--- src/rtl/edge_detect_multi_if.sv ---
// Channel bundle between the raw pad-side inputs and the control/status register block.
// The source of the raw inputs uses master; the edge detector uses slave.
interface edge_detect_multi_if #(
  parameter int N_CH = 4
);
  logic [N_CH-1:0]   sig;
  logic [2*N_CH-1:0] mode;
  logic [N_CH-1:0]   clr;
  logic [N_CH-1:0]   level;
  logic [N_CH-1:0]   r_edge;
  logic [N_CH-1:0]   f_edge;
  logic [N_CH-1:0]   evt;
  logic [N_CH-1:0]   ovf;
  logic              evt_any;

  modport master (
    output sig, mode, clr,
    input  level, r_edge, f_edge, evt, ovf, evt_any
  );

  modport slave (
    input  sig, mode, clr,
    output level, r_edge, f_edge, evt, ovf, evt_any
  );
endinterface

--- src/rtl/edge_detect_multi.sv ---
// Multi-channel synchronise / glitch-filter / edge-detect block for asynchronous inputs.
// Mode-qualified edges latch into sticky write-1-to-clear event flags with overflow tracking.
module edge_detect_multi #(
  parameter int N_CH        = 4,
  parameter int SYNC_STAGES = 2,
  parameter int FILT_CNT    = 4
) (
  input  logic               clk,
  input  logic               nrst,
  edge_detect_multi_if.slave bus
);

  localparam int            CW      = (FILT_CNT > 1) ? $clog2(FILT_CNT) : 1;
  localparam logic [CW-1:0] CNT_MAX = CW'(FILT_CNT - 1);
  localparam logic [CW-1:0] CNT_ONE = CW'(1);

  logic [N_CH-1:0][SYNC_STAGES-1:0] sync_q, sync_d;
  logic [N_CH-1:0][CW-1:0]          cnt_q, cnt_d;
  logic [N_CH-1:0] level_q, level_d;
  logic [N_CH-1:0] r_edge_q, r_edge_d;
  logic [N_CH-1:0] f_edge_q, f_edge_d;
  logic [N_CH-1:0] evt_q, evt_d;
  logic [N_CH-1:0] ovf_q, ovf_d;
  logic [N_CH-1:0] s;
  logic [N_CH-1:0] qual;

  always_comb begin
    sync_d   = sync_q;
    cnt_d    = cnt_q;
    level_d  = level_q;
    r_edge_d = '0;
    f_edge_d = '0;
    evt_d    = evt_q;
    ovf_d    = ovf_q;
    s        = '0;
    qual     = '0;

    for (int i = 0; i < N_CH; i++) begin
      sync_d[i] = {sync_q[i][SYNC_STAGES-2:0], bus.sig[i]};
      s[i]      = sync_q[i][SYNC_STAGES-1];

      // Any agreeing sample restarts the count, so short glitches never accumulate.
      if (s[i] == level_q[i]) begin
        cnt_d[i] = '0;
      end else if (cnt_q[i] == CNT_MAX) begin
        level_d[i] = s[i];
        cnt_d[i]   = '0;
      end else begin
        cnt_d[i] = cnt_q[i] + CNT_ONE;
      end

      r_edge_d[i] = level_d[i] & ~level_q[i];
      f_edge_d[i] = ~level_d[i] & level_q[i];
      qual[i]     = (bus.mode[2*i] & r_edge_d[i]) | (bus.mode[2*i+1] & f_edge_d[i]);

      // A new event beats a simultaneous clear; the clear consumes the old one, so no overflow.
      if (qual[i]) begin
        evt_d[i] = 1'b1;
        if (evt_q[i] && !bus.clr[i]) begin
          ovf_d[i] = 1'b1;
        end
      end else if (bus.clr[i]) begin
        evt_d[i] = 1'b0;
        ovf_d[i] = 1'b0;
      end
    end
  end

  always_ff @(posedge clk or negedge nrst) begin
    if (!nrst) begin
      sync_q   <= '0;
      cnt_q    <= '0;
      level_q  <= '0;
      r_edge_q <= '0;
      f_edge_q <= '0;
      evt_q    <= '0;
      ovf_q    <= '0;
    end else begin
      sync_q   <= sync_d;
      cnt_q    <= cnt_d;
      level_q  <= level_d;
      r_edge_q <= r_edge_d;
      f_edge_q <= f_edge_d;
      evt_q    <= evt_d;
      ovf_q    <= ovf_d;
    end
  end

  assign bus.level   = level_q;
  assign bus.r_edge  = r_edge_q;
  assign bus.f_edge  = f_edge_q;
  assign bus.evt     = evt_q;
  assign bus.ovf     = ovf_q;
  assign bus.evt_any = |evt_q;

endmodule

--- src/flat_wrapper.sv ---
// flat-port wrapper written by rule: the top's interface ports become plain ports
module edge_detect_multi_flat 
#(
  parameter int N_CH        = 4,
  parameter int SYNC_STAGES = 2,
  parameter int FILT_CNT    = 4
)
  (clk, nrst, bus_sig, bus_mode, bus_clr, bus_level, bus_r_edge, bus_f_edge, bus_evt, bus_ovf, bus_evt_any);
  edge_detect_multi_if #(.N_CH(N_CH)) bus_i ();
  input  logic clk;
  input  logic nrst;
  input wire logic [$bits(bus_i.sig)-1:0] bus_sig;
  input wire logic [$bits(bus_i.mode)-1:0] bus_mode;
  input wire logic [$bits(bus_i.clr)-1:0] bus_clr;
  output wire logic [$bits(bus_i.level)-1:0] bus_level;
  output wire logic [$bits(bus_i.r_edge)-1:0] bus_r_edge;
  output wire logic [$bits(bus_i.f_edge)-1:0] bus_f_edge;
  output wire logic [$bits(bus_i.evt)-1:0] bus_evt;
  output wire logic [$bits(bus_i.ovf)-1:0] bus_ovf;
  output wire logic [$bits(bus_i.evt_any)-1:0] bus_evt_any;
  assign bus_i.sig = bus_sig;
  assign bus_i.mode = bus_mode;
  assign bus_i.clr = bus_clr;
  assign bus_level = bus_i.level;
  assign bus_r_edge = bus_i.r_edge;
  assign bus_f_edge = bus_i.f_edge;
  assign bus_evt = bus_i.evt;
  assign bus_ovf = bus_i.ovf;
  assign bus_evt_any = bus_i.evt_any;
  edge_detect_multi #(.N_CH(N_CH), .SYNC_STAGES(SYNC_STAGES), .FILT_CNT(FILT_CNT)) u_core (.clk(clk), .nrst(nrst), .bus(bus_i));
endmodule
--- config.mk ---
export PLATFORM = sky130hd
export DESIGN_NAME = edge_detect_multi_flat
export DESIGN_NICKNAME = d
export VERILOG_FILES = /design/src/rtl/edge_detect_multi_if.sv /design/src/rtl/edge_detect_multi.sv /design/src/flat_wrapper.sv
export SDC_FILE = /design/constraint.sdc
export NUM_CORES = 1
export LEC_CHECK = 0
export CORE_MARGIN = 2
export CORE_UTILIZATION = 38
export CTS_BUF_LIST = sky130_fd_sc_hd__clkbuf_16
export CTS_CLUSTER_DIAMETER = 100
export DETAILED_ROUTE_END_ITERATION = 12
export PLACE_DENSITY = 0.73
export SYNTH_ARGS = -nofsm -noshare
export SYNTH_HDL_FRONTEND = slang
export SYNTH_SLANG_ARGS = --single-unit
--- constraint.sdc ---
create_clock -name clk -period 1.5 [get_ports clk]
set_input_delay 0.375 -clock clk [delete_from_list [all_inputs] [get_ports clk]]
set_output_delay 0.375 -clock clk [all_outputs]
set_load 0.02 [all_outputs]
==> metrics.md <==
| Metric | Value |
|---|---|
| Final Cycle Share | 1.13 |
| Most common cell after layout, fill and taps aside | dfrtp_1 |
| Worst R2R Setup Slack | 0.09 ns |
| Port bufs | 38 |
| Status | finished, violations left |
| Syn Area/Cell | 13.8 sq um |
| Initial core utilization | 0.397 |
| Finished Layout Cells | a little under 200 |
| Worst r2r src | u_core.cnt_q[4] |
| Area grow syn2layout | 45.9% |
| Cts bufs inserted | 5 |
| Synth Warn # | 0 |
| Cells after synthesis | 97 |
| RSZ-0062 raised after global routing | yes |
| Max-slew violations | 0 |
| Die area | roughly 0.0040 sq mm |
| WL per Instance | 12.6 um |
| Initial antenna violation count | 0 |
| DP Cell Count | 189 |
| Clock share of power | 0.311 |
| CP Launch Point | u_core.bus.evt[1] |
| Vias | 951 |
| Sequential share of the synthesized area | 0.674 |
| Fillers | 313 |
| CTS max path bufs | 2 |
| Worst hold path type | in2async |
| Die Y | approximately 63 um |
| Biggest cell delay along the critical path | 0.53 ns |
| WP data arrival | 1.32 ns |
| Clock Skews | 0.00202 ns |
| Post-route DRC | 0 |
| Crit path launch type | flop |
| Mapped Area | between 0.001 and 0.0015 sq mm |
| Kind of end point of the critical path | output pin |
| Clock latency on the worst-skew pair | 0.27 ns |
| N_diodes | 0 |
| Avg Vias per Cell | 4.83 |
| Synth Net Count | 119 |
| Die width | ~63 um |
| GPL Wtd Cong | roughly 0.73 |
| Crit path time final | 1.70 ns |
| H-tree lvl count | 2 |
| Post-DRT Antenna Nets | 0 |
| Max Fclk | approximately 0.6 GHz |
| Final WL | 2480 um |
| Nets@finish | 172 |
| Final hold violation count | 0 |
| Sw Pwr | 0.000815 W |
| Pwr per Cell Area | around 1500 mW/mm^2 |
| GRT Overall Usage | 0.144 |
| Total core area | 0.00336 sq mm |
| # IOs | 39 |
| Grt total ovfl | 0 |
| Cell leakage power | 1.01 nW |
| TritonCTS Sinks | 36 |
| Crit path required time | 1.12 ns |
| Seq pwr share | 0.415 |
| Max Cap Violations | 0 |
| Worst hold slack | 0.125 ns |
| Largest fanout on the critical path | 2 |
| Pint | 0.00217 W |
| Leading cell types in the layout, fill and taps excluded | 36 x dfrtp_1, 17 x dlygate4sd2_1, 16 x clkdlybuf4s50_1 |
| Setup ws final | -0.196 ns |
| Combinational power share | 0.274 |
| Fin util | 0.580 |
| CP cell instances | or4_4, buf_6 |
| Violated checks | setup timing |
| Cts hold-fix bufs | 0 |
| CTS tree | built |
| CTS Root Cell | clkbuf_16 |
| First-pass DRT Iterations | 4 |
| Number of global-route vias before repair | 1011 |
| Largest net degree at the start of global routing | 37 |
| Cells on worst reg2reg path | 3 |
| DRT iter0 DRCs | 27 |
| Worst vdd ir | 1040 uV |
| First-pass GRT wire length | 4370 um |
| Switching power share of the total | 0.273 |
| Final setup violating endpoints | 1 |
| Count of different cell masters after synthesis | 17 |
| Share of layout cells above drive strength 1 | 0.132 |
| Crit Path Class | reg2out |
| Detail Placement HPWL | 1820 um |
| Synth Register Bits | 36 |
| Clock transition at path regs | around 0.050 ns |
| Standard-cell row count | 21 |
| Post-CTS Setup Inserts | 0 |
| Critical-path top delay cell | or4_4 |
| RR Endpoint | u_core.bus.evt[2] |
| Slew headroom | 0.715 |
| Slew @ Worst Pin | 0.427 ns |
## through the flow
step           power, W  instance area [sq um]  TNS [ns]  setup WS (ns)
2_1_floorplan   0.00169                   1340         0         0.0332
3_3_place_gp    0.00208                   1830    -0.289         -0.289
3_5_place_dp    0.00212                   1830    -0.318         -0.318
4_1_cts         0.00303                   1950    -0.222         -0.222
5_1_grt         0.00318                   1950    -0.230         -0.230
6_report        0.00298                   1950    -0.196         -0.196
## layout make-up
type | count | area (sq um) | share of cell area
timing repair buffer | 46 | 415 | 0.213
tap | 46 | 57.6 | 0.0295
clock buffer | 5 | 125 | 0.0642
multi-input combinational | 55 | 417 | 0.214
inverter | 6 | 22.5 | 0.0116
clock inverter | 3 | 11.3 | 0.00578
sequential | 36 | 901 | 0.462
## worst max-delay path, delay by kind of cell, from the launching register on
| kind | cells | cell delay (ns) |
|---|---|---|
| and+or+nand+nor | 1 | 0.53 |
| DFF | 1 | 0.37 |
| buffers and inverters | 1 | 0.15 |
## cells in the mapped netlist
library cell | count | share of area
and3b_1 | 2 | 0.013
and3b_2 | 2 | 0.015
and4b_1 | 8 | 0.060
dfrtp_1 | 36 | 0.67
ha_1 | 4 | 0.037
inv_1 | 6 | 0.017
mux2_2 | 2 | 0.017
nand2_1 | 2 | 0.0056
nor2_1 | 2 | 0.0056
nor2b_1 | 8 | 0.037
nor3_1 | 4 | 0.015
nor3b_1 | 2 | 0.011
o21ai_0 | 6 | 0.022
o22ai_1 | 4 | 0.019
or3_1 | 4 | 0.019
or4_1 | 1 | 0.0056
xnor2_1 | 4 | 0.026
## logic make-up after synthesis
family,after synthesis,synth area share
compound gates,10,0.0412
xor+xnor,4,0.0262
fa+ha+maj,4,0.0375
buf+inv,6,0.0169
flops,36,0.674
mux,2,0.0169
simple gates,35,0.187
## flip-flops by register name (all words and copies together), names as in the netlist
signal,count
u_core.bus.level,4
u_core.sync_d,4
u_core.bus.r_edge,4
u_core.bus.ovf,4
u_core.bus.evt,4
u_core.s,4
u_core.bus.f_edge,4
u_core.cnt_q,8
## timing repair
action / CTS / global route
resized for setup: 27 / 3
pin swaps: 1 / 1
gates cloned: 0 / 0
endpoints found under the setup margin: 21 / 4
## metal layers
layer  up-vias  GRT usage  part of all wire  routed length, um
li1        451          -                 -                  -
met1       461      0.164              0.42               1040
met2        35      0.242              0.51               1260
met3         4     0.0571             0.058                145
met4         0     0.0625             0.014                 34
met5         -          0                 0                  0
## power groups by stage
stage / Combinational, W / Sequential [W] / Clock (W)
after floorplan: 0.000311 / 0.00138 / 0
after global placement: 0.000837 / 0.00124 / 0
after detailed placement: 0.000859 / 0.00126 / 0
after CTS: 0.000828 / 0.00124 / 0.000961
after global routing: 0.000912 / 0.00126 / 0.00101
final: 0.000818 / 0.00124 / 0.000927
## worst max-delay path by stage
stage	slack, ns	to	depth (start not counted)
6_report	-0.20	bus_evt_any	2
5_1_grt	-0.23	bus_evt_any	2
4_1_cts	-0.22	bus_evt_any	2
3_5_place_dp	-0.32	bus_evt_any	2
3_3_place_gp	-0.29	bus_evt_any	2
2_1_floorplan	0.03	bus_evt_any	1
(Power assumes the default switching activity.)
